### src/rtl/full_subtractor_8.sv
// full_subtractor_8: WIDTH-bit ripple-borrow subtractor (a - b - carryin)
// built from 1-bit full-subtractor cells, with a registered output stage
// carrying the difference, borrow-out, zero and signed-overflow flags.

// One bit of the borrow chain: difference and borrow-out of a - b - bin.
module full_subtractor_cell (
  input  logic a,
  input  logic b,
  input  logic bin,
  output logic d,
  output logic bout
);

  // Pure combinational cell; borrow when b (plus borrow-in) exceeds a.
  always_comb begin
    d    = a ^ b ^ bin;
    bout = (~a & b) | (~(a ^ b) & bin);
  end

endmodule

module full_subtractor_8 #(
  parameter int unsigned WIDTH = 8
) (
  input  logic             clk,
  input  logic             rst,
  input  logic [WIDTH-1:0] a,
  input  logic [WIDTH-1:0] b,
  input  logic             carryin,
  output logic [WIDTH-1:0] sum,
  output logic             cout,
  output logic             zero,
  output logic             ovf
);

  localparam int unsigned MSB = WIDTH - 1;

  // borrow[i] is the borrow into cell i; borrow[WIDTH] is the final borrow-out.
  logic [WIDTH:0]   borrow;
  logic [WIDTH-1:0] diff;
  logic             zero_next;
  logic             ovf_next;

  assign borrow[0] = carryin;

  genvar gi;
  generate
    for (gi = 0; gi < WIDTH; gi = gi + 1) begin : g_chain
      full_subtractor_cell u_cell (
        .a    (a[gi]),
        .b    (b[gi]),
        .bin  (borrow[gi]),
        .d    (diff[gi]),
        .bout (borrow[gi+1])
      );
    end
  endgenerate

  // Flags derived from the pre-register difference so they align with sum.
  always_comb begin
    zero_next = (diff == '0);
    ovf_next  = (a[MSB] != b[MSB]) & (diff[MSB] != a[MSB]);
  end

  // Output register stage; asynchronous reset discards any in-flight result.
  always_ff @(posedge clk or posedge rst) begin
    if (rst) begin
      sum  <= '0;
      cout <= 1'b0;
      zero <= 1'b0;
      ovf  <= 1'b0;
    end else begin
      sum  <= diff;
      cout <= borrow[WIDTH];
      zero <= zero_next;
      ovf  <= ovf_next;
    end
  end

endmodule

### config.mk
export PLATFORM = sky130hd
export DESIGN_NAME = full_subtractor_8
export DESIGN_NICKNAME = d
export VERILOG_FILES = /design/src/rtl/full_subtractor_8.sv
export SDC_FILE = /design/constraint.sdc
export NUM_CORES = 1
export LEC_CHECK = 0
export BUFFER_PORTS_ARGS = -buffer_cell sky130_fd_sc_hd__clkbuf_2
export CORE_AREA = 3 3 40 42
export CTS_BUF_LIST = sky130_fd_sc_hd__clkbuf_4 sky130_fd_sc_hd__clkbuf_8
export DETAILED_ROUTE_END_ITERATION = 6
export DIE_AREA = 0 0 43 45
export GPL_ROUTABILITY_DRIVEN = 1
export PLACE_DENSITY_LB_ADDON = 0.1
export SYNTH_ARGS = -nofsm -noshare
export SYNTH_HDL_FRONTEND = slang
export SYNTH_SLANG_ARGS = --single-unit
### constraint.sdc
create_clock -name clk -period 0.8 [get_ports clk]
set_input_delay 0.04 -clock clk [delete_from_list [all_inputs] [get_ports clk]]
set_output_delay 0.04 -clock clk [all_outputs]
set_load 0.01 [all_outputs]
### Word level (Yosys, flattened, before mapping)

Cells that the tools add are included.
Widths: inputs -> output; s select.

* bits in registers: 11
* output and inout bits: 11

* equality and inequality tests: 2
* bitwise gates (word level): 57
* reduce and logical (&&, ||, !) cells: 1

Operators with widths (number)
* $and 1x1->1: 17
* $not 1->1: 16
* $xor 1x1->1: 16
* $logic_not 8->1: 1
* $or 1x1->1: 8
* $ne 1x1->1: 2

### Logic depth before layout (Yosys ltp)

* word-level depth: 19
* mapped depth: 12

### Cells and area by module

From an unflattened synthesis, not the netlist that was laid out.

* cell total of the unflattened synthesis: 50
* area, all modules: 564.3 um^2

By module, submodules not included
* full_subtractor_8: instances 1, cells an instance 18, area an instance 314.1 um^2, seq. area each 275.3 um^2
* full_subtractor_cell: instances 8, cells an instance 4, area an instance 31.3 um^2, seq. area each 0.0 um^2

### Worst setup path before layout

No wires, ideal clock.

* kind: input -> register
* start: input a[0]
* end: register zero
* arrival time: 3.530 ns
* data required time: 0.704 ns
* setup slack: -2.826 ns
* stages on the path: 11
* cell sequence: inv_1 > fa_1 > fa_1 > fa_1 > fa_1 > fa_1 > fa_1 > fa_1 > inv_1 > fa_1 > nor4_2

* longest elaborated chain between the ends: 18

Ends and longest elaborated chain
* start, declared: RTL line 27 `input logic [WIDTH-1:0] a,`
* $xor 1x1->1: RTL line 17 `bout = (~a & b) | (~(a ^ b) & bin);`
* $not 1->1: RTL line 17
* $and 1x1->1: RTL line 17
* $or 1x1->1 *: RTL line 17
* $and 1x1->1 *: RTL line 17
* $or 1x1->1 *: RTL line 17
* $and 1x1->1 *: RTL line 17
* $or 1x1->1 *: RTL line 17
* [... 4 more ...]
* $and 1x1->1 *: RTL line 17
* $or 1x1->1 *: RTL line 17
* $and 1x1->1 *: RTL line 17
* $or 1x1->1 *: RTL line 17
* $xor 1x1->1 *: RTL line 16 `d = a ^ b ^ bin;`
* via g_chain[7].u_cell.d: RTL line 10 `output logic d,`
* $logic_not 8->1 *: RTL line 61 `zero_next = (diff == '0);`
* via zero_next: RTL line 41 `logic zero_next;`
* end signal, assigned: RTL line 75 `zero <= zero_next;`
* end, declared: RTL line 32 `output logic zero,`

Mark *: on every way through the listed nets, which the timed path passes. The rest lies on a longest branch.

### Worst setup path in the final report

* start: input a[0]
* end: register ovf

* longest elaborated chain between the ends: 19

Ends and longest elaborated chain
* $xor 1x1->1: RTL line 17
* $not 1->1: RTL line 17
* $and 1x1->1: RTL line 17
* $or 1x1->1 *: RTL line 17
* $and 1x1->1 *: RTL line 17
* $or 1x1->1 *: RTL line 17
* $and 1x1->1 *: RTL line 17
* $or 1x1->1 *: RTL line 17
* [... 5 more ...]
* $or 1x1->1 *: RTL line 17
* $and 1x1->1 *: RTL line 17
* $or 1x1->1 *: RTL line 17
* $xor 1x1->1 *: RTL line 16
* via g_chain[7].u_cell.d: RTL line 10
* $ne 1x1->1 *: RTL line 62 `ovf_next = (a[MSB] != b[MSB]) & (diff[MSB] != a[MSB]);`
* $and 1x1->1 *: RTL line 62
* via ovf_next: RTL line 42 `logic ovf_next;`
* end signal, assigned: RTL line 76 `ovf <= ovf_next;`
* end, declared: RTL line 33 `output logic ovf`

Marked as above.

==> qor.yml <==
status: "finished with violations"
violations: "negative setup slack"
ys_seq_area_share_pct: 49.7
synth.distinct_cells: 9
clk_pin_slew_ns: 0.06
final_hold_viol_count: 0
wl_per_cell_um: 9.29
crit_required_ns: 0.95
antenna_found_initial: 0
path_max_fanout: 3
post-dp-hpwl_um: 768
synth_edf_count: 0
vias: 384
synthArstFlopShare_pct: 100
cts_tree: "done"
netlist_instances: 44
design_area_sq_um: 822
syn_area_sq_um: 554
drt-initial-drc-count: 5
insertedDiodeCount: 0
grt_pass1_wl_um: 1460
num_rows: 13
p_leak_nw: 0.454
path_class: "input pin to flop"
total_power_mw: 1.54
synth_ff_type: "dfrtp_1"
setup_viol: 10
synth_fa_ha_area_share_pct: 31.2
crit_path_end_kind: "flop"
finalSetupTns_ns: -14.94
nFillCells: 108
core-area_sq_um: 1280
grtUsageTotal_pct: 10.8
synth_xor_area_share_pct: 1.58
synth.area.mux_share_pct: 0
period_share_pct: 396
place.gp.congestion: 0.669
ios: 30
grt_max_degree: 12
hold_depth: 3
clockBufferDepth: 2
drc: 0
maxSlewViolCount: 0
maxCapViolations: 0
finalWorstSetupSlack_ns: -2.37
cp.arrival_ns: 3.32
cts_buffers: 3
hold_slack_ns: 0.138
cts_root_buf: "clkbuf_4"
portBuffers: 29
max_freq_mhz: 315
yosys.area.top_type: "dfrtp_1"
ant_nets: 0
dieArea_sq_um: 1940
place_area_sq_um: 766
power_per_cell_area_nw_per_um2: 1870
relSlewSlack_pct: 74.2
final_nets: 110
syn_avg_cell_area_sq_um: 12.6
synth_top_family_by_area: "adder cells"
synth_area_leaders: "dfrtp_1 50%, fa_1 29%, inv_1 13%, ha_1 2.3%, nor4_2 2.3%"
die_h_um: 45
areaGrowthSynthToFinish_pct: 48.3
via_per_inst: 4.00
grt_pass1_vias: 385
max-vdd-ir-drop_mv: 0.854
drt-total-wl_um: 892
hp-class: "input pin to flop"
worst_pin_slew_ns: 0.386
synthesis.nets: 72
start_kind: "input pin"
ys_top_cells_by_count: "19 x inv_1, 11 x dfrtp_1, 8 x fa_1"
cts_num_sinks: 11
h-tree-depth: 1
rsz0062_at_grt: "yes"
synthSimpleGateAreaFrac_pct: 4.74
synth_top_area_share_pct: 49.7
place_ws_ns: -2.74
overflow: 0
fin_crit_ns: 3.17
synth_seq_cells: 11
first_pass_iters: 2
yosysMostFrequentCell: "inv_1"
drive_gt1_share_pct: 66.7
die_w_um: 43
initial_utilization_pct: 43.1
ys_warn_count: 0
synth_compound_area_share_pct: 0
metal layers:
metal / share of wire (%) / vias up / GRT usage, % / wire length, um
met4: 6.5 / 0 / 14.5 / 58
met1: 42 / 157 / 13.8 / 373
met2: 40 / 29 / 14.7 / 358
met5: 0 / - / 0 / 0
li1: - / 192 / - / -
met3: 11 / 6 / 0.398 / 101
cell families (layout without fill, tap and decap cells):
kind of cell	after synthesis	after routing
buf+inv	19	56
fa+ha+maj	9	9
flops	11	11
xor+xnor	1	1
simple gates	4	4
where the power goes:
group | internal [mW] | leakage (nW) | switching, mW
sequential | 0.647 | 0.132 | 0.0214
clock | 0.226 | 0.0184 | 0.163
combinational | 0.235 | 0.304 | 0.244
total | 1.11 | 0.454 | 0.429
final timing paths:
check,start,to,slack [ns]
max in group asynchronous,rst,sum[1],0.25
worst min-delay path,carryin,sum[0],0.14
min in group asynchronous,rst,sum[6],0.28
worst max-delay path,a[0],ovf,-2.37
timing repair:
item	in CTS	in global routing
setup endpoints to repair	12	21
setup buffers	0	0
pin swaps	3	1
endpoints found under the hold margin	11	0
gates resized for setup	4	7
hold buffers	1	0
state kept, by name, indices dropped and copies added (netlist names):
signal,flops
ovf,1
zero,1
cout,1
sum,8
worst max-delay path, cell delays in order:
cell,delay (ns)
buf_8,0.08
inv_8,0.02
fa_2,0.37
fa_2,0.35
fa_2,0.35
fa_2,0.34
fa_2,0.34
fa_2,0.35
fa_2,0.34
inv_2,0.06
fa_2,0.46
xnor2_1,0.15
nor2_1,0.06
layout make-up:
class	count	area [sq um]	share of cell area, %
sequential	11	275	33.5
tap	15	18.8	2.28
multi-input combinational	14	228	27.7
inverter	19	78.8	9.59
timing repair buffer	33	191	23.3
clock buffer	4	30.0	3.65
placed cells by master, fill, tap and decap left out, drive strengths merged:
cell         Yosys  routed
buf              0       5
clkbuf           0      31
dfrtp           11      11
dlygate4sd3      0       1
fa               8       8
ha               1       1
inv             19      19
nand2            1       1
nand4            1       1
nor2             1       1
nor4             1       1
xnor2            1       1
through the flow:
step	util (%)	cells
finish	64.0	96
global route	64.0	96
CTS	63.9	96
detailed placement	59.6	91
global placement	59.6	91
floorplan	-	44
No activity file was read; power rests on OpenSTA's default activity.
